[src/rtl/rv_ctrl_pkg.sv]
// ============================================================================
// Module : rv_ctrl_pkg
// Brief  : Shared opcodes, state encodings and ALU codes for multicycle_controller.
// Rev    : 1.0
// ============================================================================
`default_nettype none

package rv_ctrl_pkg;

  localparam logic [6:0] OP_RTYPE  = 7'b0110011;
  localparam logic [6:0] OP_LOAD   = 7'b0000011;
  localparam logic [6:0] OP_STORE  = 7'b0100011;
  localparam logic [6:0] OP_BRANCH = 7'b1100011;

  typedef enum logic [2:0] {
    ST_FETCH     = 3'd0,
    ST_DECODE    = 3'd1,
    ST_EXECUTE   = 3'd2,
    ST_MEM       = 3'd3,
    ST_WRITEBACK = 3'd4,
    ST_HALT      = 3'd5
  } state_e;

  localparam logic [1:0] ALU_ADD   = 2'b00;
  localparam logic [1:0] ALU_SUB   = 2'b01;
  localparam logic [1:0] ALU_FUNCT = 2'b10;

  function automatic logic is_known_op(input logic [6:0] op);
    return (op == OP_RTYPE) || (op == OP_LOAD) || (op == OP_STORE) || (op == OP_BRANCH);
  endfunction

endpackage

`default_nettype wire

[src/rtl/mem_wait_counter.sv]
// ============================================================================
// Module : mem_wait_counter
// Brief  : Memory-latency wait counter; 'last' flags the final access cycle.
// Rev    : 1.0
// ============================================================================
`default_nettype none

module mem_wait_counter #(
  parameter int MEM_LATENCY = 1
) (
  input  logic clock,
  input  logic reset,
  input  logic clear,
  input  logic enable,
  output logic last
);

  localparam int            CNT_W    = $clog2(MEM_LATENCY + 1);
  localparam logic [CNT_W-1:0] CNT_LAST = CNT_W'(MEM_LATENCY - 1);

  logic [CNT_W-1:0] cnt_q;
  logic [CNT_W-1:0] cnt_d;

  // Saturates at the terminal count so a missing clear can never wrap it.
  always_comb begin
    cnt_d = cnt_q;
    if (clear) begin
      cnt_d = '0;
    end else if (enable && (cnt_q != CNT_LAST)) begin
      cnt_d = cnt_q + CNT_W'(1);
    end
  end

  always_ff @(posedge clock or posedge reset) begin
    if (reset) begin
      cnt_q <= '0;
    end else begin
      cnt_q <= cnt_d;
    end
  end

  assign last = (cnt_q == CNT_LAST);

endmodule

`default_nettype wire

[src/rtl/multicycle_controller.sv]
// ============================================================================
// Module : multicycle_controller
// Brief  : RV32 multi-cycle FETCH/DECODE/EXECUTE/MEM/WRITEBACK control FSM.
//          Define MULTICYCLE_ILLEGAL_TRAP_EN to trap unknown opcodes in HALT.
// Rev    : 1.0
// ============================================================================
`default_nettype none

module multicycle_controller #(
  parameter int MEM_LATENCY = 1
) (
  input  logic       clock,
  input  logic       reset,
  input  logic [6:0] opcode,
  input  logic       zero,
  output logic       pc_we,
  output logic       pc_src,
  output logic       ir_we,
  output logic       mem_addr_sel,
  output logic       mem_re,
  output logic       mem_we,
  output logic       reg_file_write,
  output logic [1:0] alu_op,
  output logic       alu_src_b,
  output logic       wb_sel,
  output logic       instr_done,
  output logic [2:0] state
`ifdef MULTICYCLE_ILLEGAL_TRAP_EN
  , output logic     illegal_instr
`endif
);

  import rv_ctrl_pkg::*;

  state_e     state_q, state_d;
  logic [6:0] opcode_q, opcode_d;

  logic       w_cnt_en;
  logic       w_cnt_last;
  logic       w_pc_we, w_pc_src, w_ir_we, w_mem_addr_sel, w_mem_re, w_mem_we;
  logic       w_reg_file_write, w_alu_src_b, w_wb_sel, w_instr_done;
  logic [1:0] w_alu_op;

  mem_wait_counter #(
    .MEM_LATENCY (MEM_LATENCY)
  ) u_wait (
    .clock  (clock),
    .reset  (reset),
    .clear  (w_cnt_en & w_cnt_last),
    .enable (w_cnt_en),
    .last   (w_cnt_last)
  );

  always_comb begin
    state_d          = state_q;
    opcode_d         = opcode_q;
    w_cnt_en         = 1'b0;
    w_pc_we          = 1'b0;
    w_pc_src         = 1'b0;
    w_ir_we          = 1'b0;
    w_mem_addr_sel   = 1'b0;
    w_mem_re         = 1'b0;
    w_mem_we         = 1'b0;
    w_reg_file_write = 1'b0;
    w_alu_op         = ALU_ADD;
    w_alu_src_b      = 1'b0;
    w_wb_sel         = 1'b0;
    w_instr_done     = 1'b0;
    case (state_q)
      ST_FETCH: begin
        w_cnt_en = 1'b1;
        w_mem_re = 1'b1;
        if (w_cnt_last) begin
          w_ir_we = 1'b1;
          w_pc_we = 1'b1;
          state_d = ST_DECODE;
        end
      end
      ST_DECODE: begin
        opcode_d = opcode;
        if (is_known_op(opcode)) begin
          state_d = ST_EXECUTE;
        end else begin
`ifdef MULTICYCLE_ILLEGAL_TRAP_EN
          state_d = ST_HALT;
`else
          w_instr_done = 1'b1;
          state_d      = ST_FETCH;
`endif
        end
      end
      ST_EXECUTE: begin
        case (opcode_q)
          OP_RTYPE: begin
            w_alu_op = ALU_FUNCT;
            state_d  = ST_WRITEBACK;
          end
          OP_LOAD, OP_STORE: begin
            w_alu_op    = ALU_ADD;
            w_alu_src_b = 1'b1;
            state_d     = ST_MEM;
          end
          OP_BRANCH: begin
            w_alu_op     = ALU_SUB;
            w_pc_we      = zero;
            w_pc_src     = zero;
            w_instr_done = 1'b1;
            state_d      = ST_FETCH;
          end
          default: state_d = ST_FETCH;
        endcase
      end
      ST_MEM: begin
        w_cnt_en       = 1'b1;
        w_mem_addr_sel = 1'b1;
        w_mem_re       = (opcode_q == OP_LOAD);
        w_mem_we       = (opcode_q == OP_STORE);
        if (w_cnt_last) begin
          if (opcode_q == OP_LOAD) begin
            state_d = ST_WRITEBACK;
          end else begin
            w_instr_done = 1'b1;
            state_d      = ST_FETCH;
          end
        end
      end
      ST_WRITEBACK: begin
        w_reg_file_write = 1'b1;
        w_instr_done     = 1'b1;
        w_wb_sel         = (opcode_q == OP_LOAD);
        state_d          = ST_FETCH;
      end
`ifdef MULTICYCLE_ILLEGAL_TRAP_EN
      ST_HALT: state_d = ST_HALT;
`endif
      default: state_d = ST_FETCH;
    endcase
  end

  always_ff @(posedge clock or posedge reset) begin
    if (reset) begin
      state_q  <= ST_FETCH;
      opcode_q <= '0;
    end else begin
      state_q  <= state_d;
      opcode_q <= opcode_d;
    end
  end

  // Reset clears state asynchronously, but FETCH itself drives mem_re, so gate.
  assign pc_we          = w_pc_we          & ~reset;
  assign pc_src         = w_pc_src         & ~reset;
  assign ir_we          = w_ir_we          & ~reset;
  assign mem_addr_sel   = w_mem_addr_sel   & ~reset;
  assign mem_re         = w_mem_re         & ~reset;
  assign mem_we         = w_mem_we         & ~reset;
  assign reg_file_write = w_reg_file_write & ~reset;
  assign alu_op         = w_alu_op         & {2{~reset}};
  assign alu_src_b      = w_alu_src_b      & ~reset;
  assign wb_sel         = w_wb_sel         & ~reset;
  assign instr_done     = w_instr_done     & ~reset;
  assign state          = state_q          & {3{~reset}};
`ifdef MULTICYCLE_ILLEGAL_TRAP_EN
  assign illegal_instr  = (state_q == ST_HALT) & ~reset;
`endif

endmodule

`default_nettype wire

[config.mk]
export PLATFORM = sky130hd
export DESIGN_NAME = multicycle_controller
export DESIGN_NICKNAME = d
export VERILOG_FILES = /design/src/rtl/rv_ctrl_pkg.sv /design/src/rtl/mem_wait_counter.sv /design/src/rtl/multicycle_controller.sv
export SDC_FILE = /design/constraint.sdc
export NUM_CORES = 1
export LEC_CHECK = 0
export ABC_AREA = 1
export CAP_MARGIN = 10
export CORE_MARGIN = 8
export CORE_UTILIZATION = 46
export DETAILED_ROUTE_END_ITERATION = 8
export PLACE_DENSITY_LB_ADDON = 0.1
export SYNTH_ARGS = -nofsm -noshare
export SYNTH_HDL_FRONTEND = slang
export SYNTH_SLANG_ARGS = --single-unit
[constraint.sdc]
create_clock -name clock -period 2.46 [get_ports clock]
set_input_delay 0.492 -clock clock [delete_from_list [all_inputs] [get_ports clock]]
set_output_delay 0.492 -clock clock [all_outputs]
set_load 0.01 [all_outputs]
==> results.toml <==
[clock_network]
h-tree-depth = 1
cts_tree = "yes"
hold_buffers = 0
numCtsBuffers = 3
clk_latency_ps = 270
cts_root_buf = "clkbuf_4"
clk_pin_slew_ps = 70
clock_sinks = 11
cts_buffer_depth = 2

[die]
die_w_um = 54.9
dieArea_sq_mm = 0.00302
die_h_um = 54.9
core_area_sq_mm = 0.00147
ios = 25
initial_core_util_pct = 47.4
num_rows = 14

[worst_setup_path]
crit_path_cell_trace = "inv_1 > nand2_1 > nor2_2 > and2_1 > nand2_1 > nor2_1 > clkdlybuf4s50_1"
worstSetupPathType = "reg2out"
cpMostUsedCell = "nand2_1"
required_ps = 1970
path_buf_inv = 2
slowest_delay_ps = 540
slowest_stage = "clkdlybuf4s50_1"
cp_data_arrival_time_ps = 1840
worstSetupEndpointType = "primary output"
start_kind = "flip-flop"
path_delay_family = "buffers and inverters"
worstPathMaxFanout = 5

[final_layout]
finalNonFillerCells = 153
layout-drive-gt1-share_pct = 14.6
fillers = 133
multi_input_area_sq_um = 368
antenna_cells = 0
area_growth_pct = 48.1
fin_nets = 148
utilization_pct = 70.2
register_area_sq_um = 277

[sta]
finalSetupViolCount = 0
min_period_ps = 2330
finalCritPeriodShare_pct = 94.9
skew_ps = 1.97
setup_tns_ps = 0
slew_headroom_pct = 82.6
drv_slew = 0
worstMarginPinSlew_ps = 261
timing.fmax_mhz = 428
finalHoldViolCount = 0

[synthesis]
ys_types = 23
synth_area_sq_um = 697
synth_seq_area_share_pct = 39.5
synth_seq_cells = 11
syn_area_per_cell_sq_um = 6.64
yosysWarnings = 0
synthCells = 105
syn_nets = 115

[power]
p_leak_nw = 0.532
power_density_mw_per_mm2 = 609
switching_share_pct = 37.2
p_int_mw = 0.395
combPwrFrac_pct = 37.3
vdd_ir_drop_max_uv = 359
p_seq_share_pct = 43.1
p_switching_mw = 0.234
clkPwrFrac_pct = 19.7

[drt]
drtIter0Drc = 22
ant_nets = 0
drt-wirelength-per-cell_um = 11.4
drtPass1Iterations = 4
via_per_inst = 5.08
wirelength_um = 1740
via_count = 777
drc = 0

[job]
max_cap_viol_count = 0

[placed_design]
gp_congestion = 0.834
port_buffers = 24
dpl.cell_count = 147
place_hpwl_um = 1430

[hold_path]
hp-class = "in2async"

[global_routing]
grt_pass1_wl_um = 2900
grt_max_degree = 12
grt_pass1_vias = 742
grt_usage_pct = 12.8
grt.overflow.total = 0
antenna_found_initial = 0

[run_status]
status = "finished clean"
[layout make-up]
class                   count  area share, %
clock buffers               4           2.55
well taps                  16           1.94
inverters                  14           5.09
repair buffers             30           28.0
multi-input cells          78           35.6
flip-flops and latches     11           26.8
[layer usage]
layer,vias up,track usage (%),share of wire (%)
met5,-,0,0
met4,0,5.60,0.69
met3,2,3.48,7.8
met2,22,21.5,50
met1,361,14.9,42
li1,392,-,-
[kinds of logic after synthesis]
kind of cell / count (synthesis) / share of synthesized area (%)
simple gates: 69 / 43.8
buf+inv: 16 / 9.16
flops: 11 / 39.5
compound gates: 9 / 7.54
[worst reg2reg max path, cell delays in order (launching register included)]
cell and delay (ps):
dfrtp_1 430, inv_2 100, buf_4 140, nand2_1 60
nor2_2 100, buf_4 170, inv_1 90, o211ai_1 170
[flip-flops by register name (all words and copies together) (netlist names)]
name and flops:
opcode_q 7, state_q 3, u_wait.cnt_q 1
[placed cells by master, fill, tap and decap left out, drive strengths merged]
master / netlist / routed
inv: 14 / 14
and3: 1 / 1
nand3: 4 / 4
clkbuf: 1 / 4
o22ai: 1 / 1
dlygate4sd2: 0 / 1
clkdlybuf4s50: 0 / 21
dfrtp: 11 / 11
nor3b: 1 / 1
nor2: 18 / 18
a21oi: 2 / 2
buf: 1 / 6
nand3b: 1 / 1
nor3: 5 / 5
o211ai: 1 / 1
dlymetal6s2s: 0 / 2
o21ai: 5 / 5
nor2b: 1 / 1
nand4: 1 / 1
nand2: 36 / 36
and2: 1 / 1
[worst paths after layout]
kind / end / depth (start not counted) / startpoint / slack, ps
setup / recovery: alu_op[1] / 7 / opcode_q[2]$_DFFE_PP0P_ / 130
hold / removal: state_q[0]$_DFFE_PP0P_ / 3 / reset / 370
setup reg to reg: state_q[1]$_DFFE_PP0P_ / 7 / state_q[2]$_DFFE_PP0P_ / 1110
hold reg to reg: opcode_q[1]$_DFFE_PP0P_ / 2 / opcode_q[1]$_DFFE_PP0P_ / 480
max in group asynchronous: state_q[1]$_DFFE_PP0P_ / 3 / reset / 1930
min in group clock: opcode_q[1]$_DFFE_PP0P_ / 2 / opcode_q[1]$_DFFE_PP0P_ / 480
[per-stage QoR]
step / setup slack [ps] / cell area (sq um) / hold slack (ps) / total power, mW
2_1_floorplan: 853 / 697 / 353 / 0.417
3_3_place_gp: -8.18 / 976 / 460 / 0.501
3_5_place_dp: -30.9 / 976 / 463 / 0.506
4_1_cts: 31.3 / 1000 / 480 / 0.626
5_1_grt: -1.70 / 1030 / 404 / 0.684
6_report: 125 / 1030 / 365 / 0.629
[power groups by stage]
stage | Clock (mW) | Sequential [mW] | Combinational, mW
floorplan | 0 | 0.261 | 0.156
global placement | 0 | 0.267 | 0.233
detailed placement | 0 | 0.269 | 0.237
CTS | 0.125 | 0.266 | 0.235
global route | 0.135 | 0.277 | 0.271
finish | 0.124 | 0.271 | 0.235
[cell usage after synthesis]
master	count	share of area, %
nor3_1	4	2.9
nand2_2	1	0.90
nor2_2	2	1.8
nor3_2	1	1.4
a21oi_2	1	1.3
a21oi_1	1	0.72
nor3b_2	1	1.8
nand2_1	35	19
nand3b_1	1	1.1
inv_1	12	6.5
nor2_1	16	8.6
nand4_1	1	0.90
and2_1	1	0.90
inv_2	2	1.1
clkbuf_1	1	0.54
nor2b_1	1	0.90
o22ai_1	1	0.90
dfrtp_1	11	39
and3_1	1	0.90
buf_4	1	1.1
o21ai_0	5	3.6
o211ai_1	1	1.1
nand3_1	4	2.9
[repair_timing]
action | CTS | global route
gates cloned | 0 | 0
pin swaps | 0 | 1
buffers inserted | 0 | 2
endpoints found under the setup margin | 1 | 6
resized for setup | 1 | 5
No activity file was read; power rests on OpenSTA's default activity.
==> RTL edit, RTL diff (config.mk and constraints unchanged) <==
`MEM_LATENCY` is set to 1 in 2 places; all go to 2.
--- a/src/rtl/mem_wait_counter.sv
+++ b/src/rtl/mem_wait_counter.sv
@@ -6,7 +6,7 @@
 `default_nettype none
 
 module mem_wait_counter #(
-  parameter int MEM_LATENCY = 1
+  parameter int MEM_LATENCY = 2
 ) (
   input  logic clock,
   input  logic reset,
--- a/src/rtl/multicycle_controller.sv
+++ b/src/rtl/multicycle_controller.sv
@@ -7,7 +7,7 @@
 `default_nettype none
 
 module multicycle_controller #(
-  parameter int MEM_LATENCY = 1
+  parameter int MEM_LATENCY = 2
 ) (
   input  logic       clock,
   input  logic       reset,
Formal check against the unedited RTL: not equivalent (a bounded check fails within 4 cycles, from zero or initial values and one cycle with reset high).
==> RTL edit against the unedited design <==
  * Global-route usage down 0.34 points
  * Non-clock buffer count down 3
  * Final area up 5.3%
  * Setup slack worse by 9.8 ps
  * Count of clock-buffer cells in the layout unchanged
  * Routed wire length up 6.0%
  * Critical endpoint is now ir_we
  * Sequential cell count up 1
  * Fmax down 0.42%
  * Synthesized area up 6.6%
  * Highest routed layer unchanged
  * Power up 41%
  * Die area up 4.7%
  * Largest cell class unchanged
  * Clock power up 25%
==> RTL edit: results (changes against the unedited design) <==
Status
  • Outcome: completed

Critical path
  • Worst Setup EP: ir_we
  • Worst Setup SP: reset
  • Worst R2R Start: state_q[0]
  • Reg-to-reg setup timing slack: 1210 ps (+100 ps)
  • Worst r2r dst: state_q[1]
  • Peak fanout along the critical path: 15 (+10)
  • R2R depth: 5 (-2)

Power
  • NetSw: 0.000369 W (+58%)
  • Total chip power: 0.000885 W (+41%)
  • Worst VDD drop: 0.462 mV (+29%)
  • P_comb: 0.000404 W (+72%)
  • Lkg Pwr: 0.615 nW (+16%)
  • Clock group: 0.000155 W (+25%)

Yosys
  • Top post-synthesis cells by area: dfrtp_1 40%, nand2_1 19%, nor2_1 9.6%
  • Mean post-synth cell area: 6.52 µm² (-1.8%)
  • Seq/Total Area, Yosys: 40.4% (+0.91 points)
  • Fraction of registers with async set/reset: 100% (unchanged)
  • Mapped Nets: 124 (+7.8%)
  • Distinct cell type count after synthesis: 19 (-17%)
  • Commonest cells post-synth: 38 x nand2_1, 19 x nor2_1, 18 x inv_1, 12 x dfrtp_1

Place
  • Cell area after placement: 1010 µm² (+3.8%)
  • Placer Congestion: 0.873 (+4.7%)
  • DP Worst Slack: -34.9 ps (-4.09 ps)
  • DP Wirelength: 1520 µm (+6.0%)
  • Dpl cells: 154 (+4.8%)

GRT
  • Met3 usage: 5.94% (+2.5 points)
  • Met2 Use GR: 18.4% (-3.1 points)
  • Vias in the first global route: 731 (-1.5%)
  • Grt met1 use: 15.0% (+0.083 points)
  • Antenna violations before repair: 0 (unchanged)
  • All-Layer GR Usage: 12.5% (-0.34 points)
  • Global-route wire length before repair: 3240 µm (+12%)
  • Largest net degree at the start of global routing: 16 (+4)

STA
  • Clock skew: 3.19 ps (+1.22 ps)
  • Hold Slack: 482 ps (+117 ps)
  • Slew headroom: 69.5% (-13 points)
  • Max Freq: 426 MHz (-0.42%)

Routing
  • Vias per Instance: 4.92 (-3.2%)
  • DR iter-0 viols: 11 (-50%)
  • DR pass1 iterations: 4 (unchanged)
  • Per-cell routed wire length: 11.7 µm (+2.6%)

Min path
  • Hold Crit Class: flip-flop to flip-flop

Layout
  • Layout area overhead: 46.3%
  • Regs by FF count: opcode_q (7), state_q (3), u_wait.cnt_q (2)
  • Fraction of layout cells with a size suffix above 1: 12.0% (-2.6 points)
  • Inserted Diodes: 0 (unchanged)
  • Finished Layout Cells: 158 (+3.3%)

CTS
  • Clk buf depth: 2 (unchanged)
  • H-tree Lvls: 1 (unchanged)
## RTL edit: layer usage
layer / vias to the layer above / wire (µm)
met2: 31 / 811
met5: - / 0
met1: 341 / 870
li1: 401 / -
met4: 0 / 23
met3: 4 / 142
## RTL edit: critical path, stage by stage
cell and delay, ps:
clkdlybuf4s50_1 420, buf_4 190, nor3_1 180, clkdlybuf4s50_1 560
## RTL edit: what timing repair did
item	CTS	global route
setup endpoints to repair	4	7
gates cloned	0	0
gates resized for setup	2	11
pin swaps	0	1
## RTL edit: area by class of cell
cell class | count | share of cell area (%)
clock buffers | 4 | 3.34
inverters | 19 | 6.56
multi-input cells | 80 | 35.2
flip-flops and latches | 12 | 27.8
well taps | 16 | 1.84
repair buffers | 27 | 25.2
## RTL edit: kinds of logic after synthesis
kind of cell	Yosys count	share of synthesized area (%)
buffers and inverters	22	11.3
AOI/OAI and AO/OA	9	6.90
xor gates and xnor gates	1	1.18
DFF	12	40.4
and+or+nand+nor	70	40.2
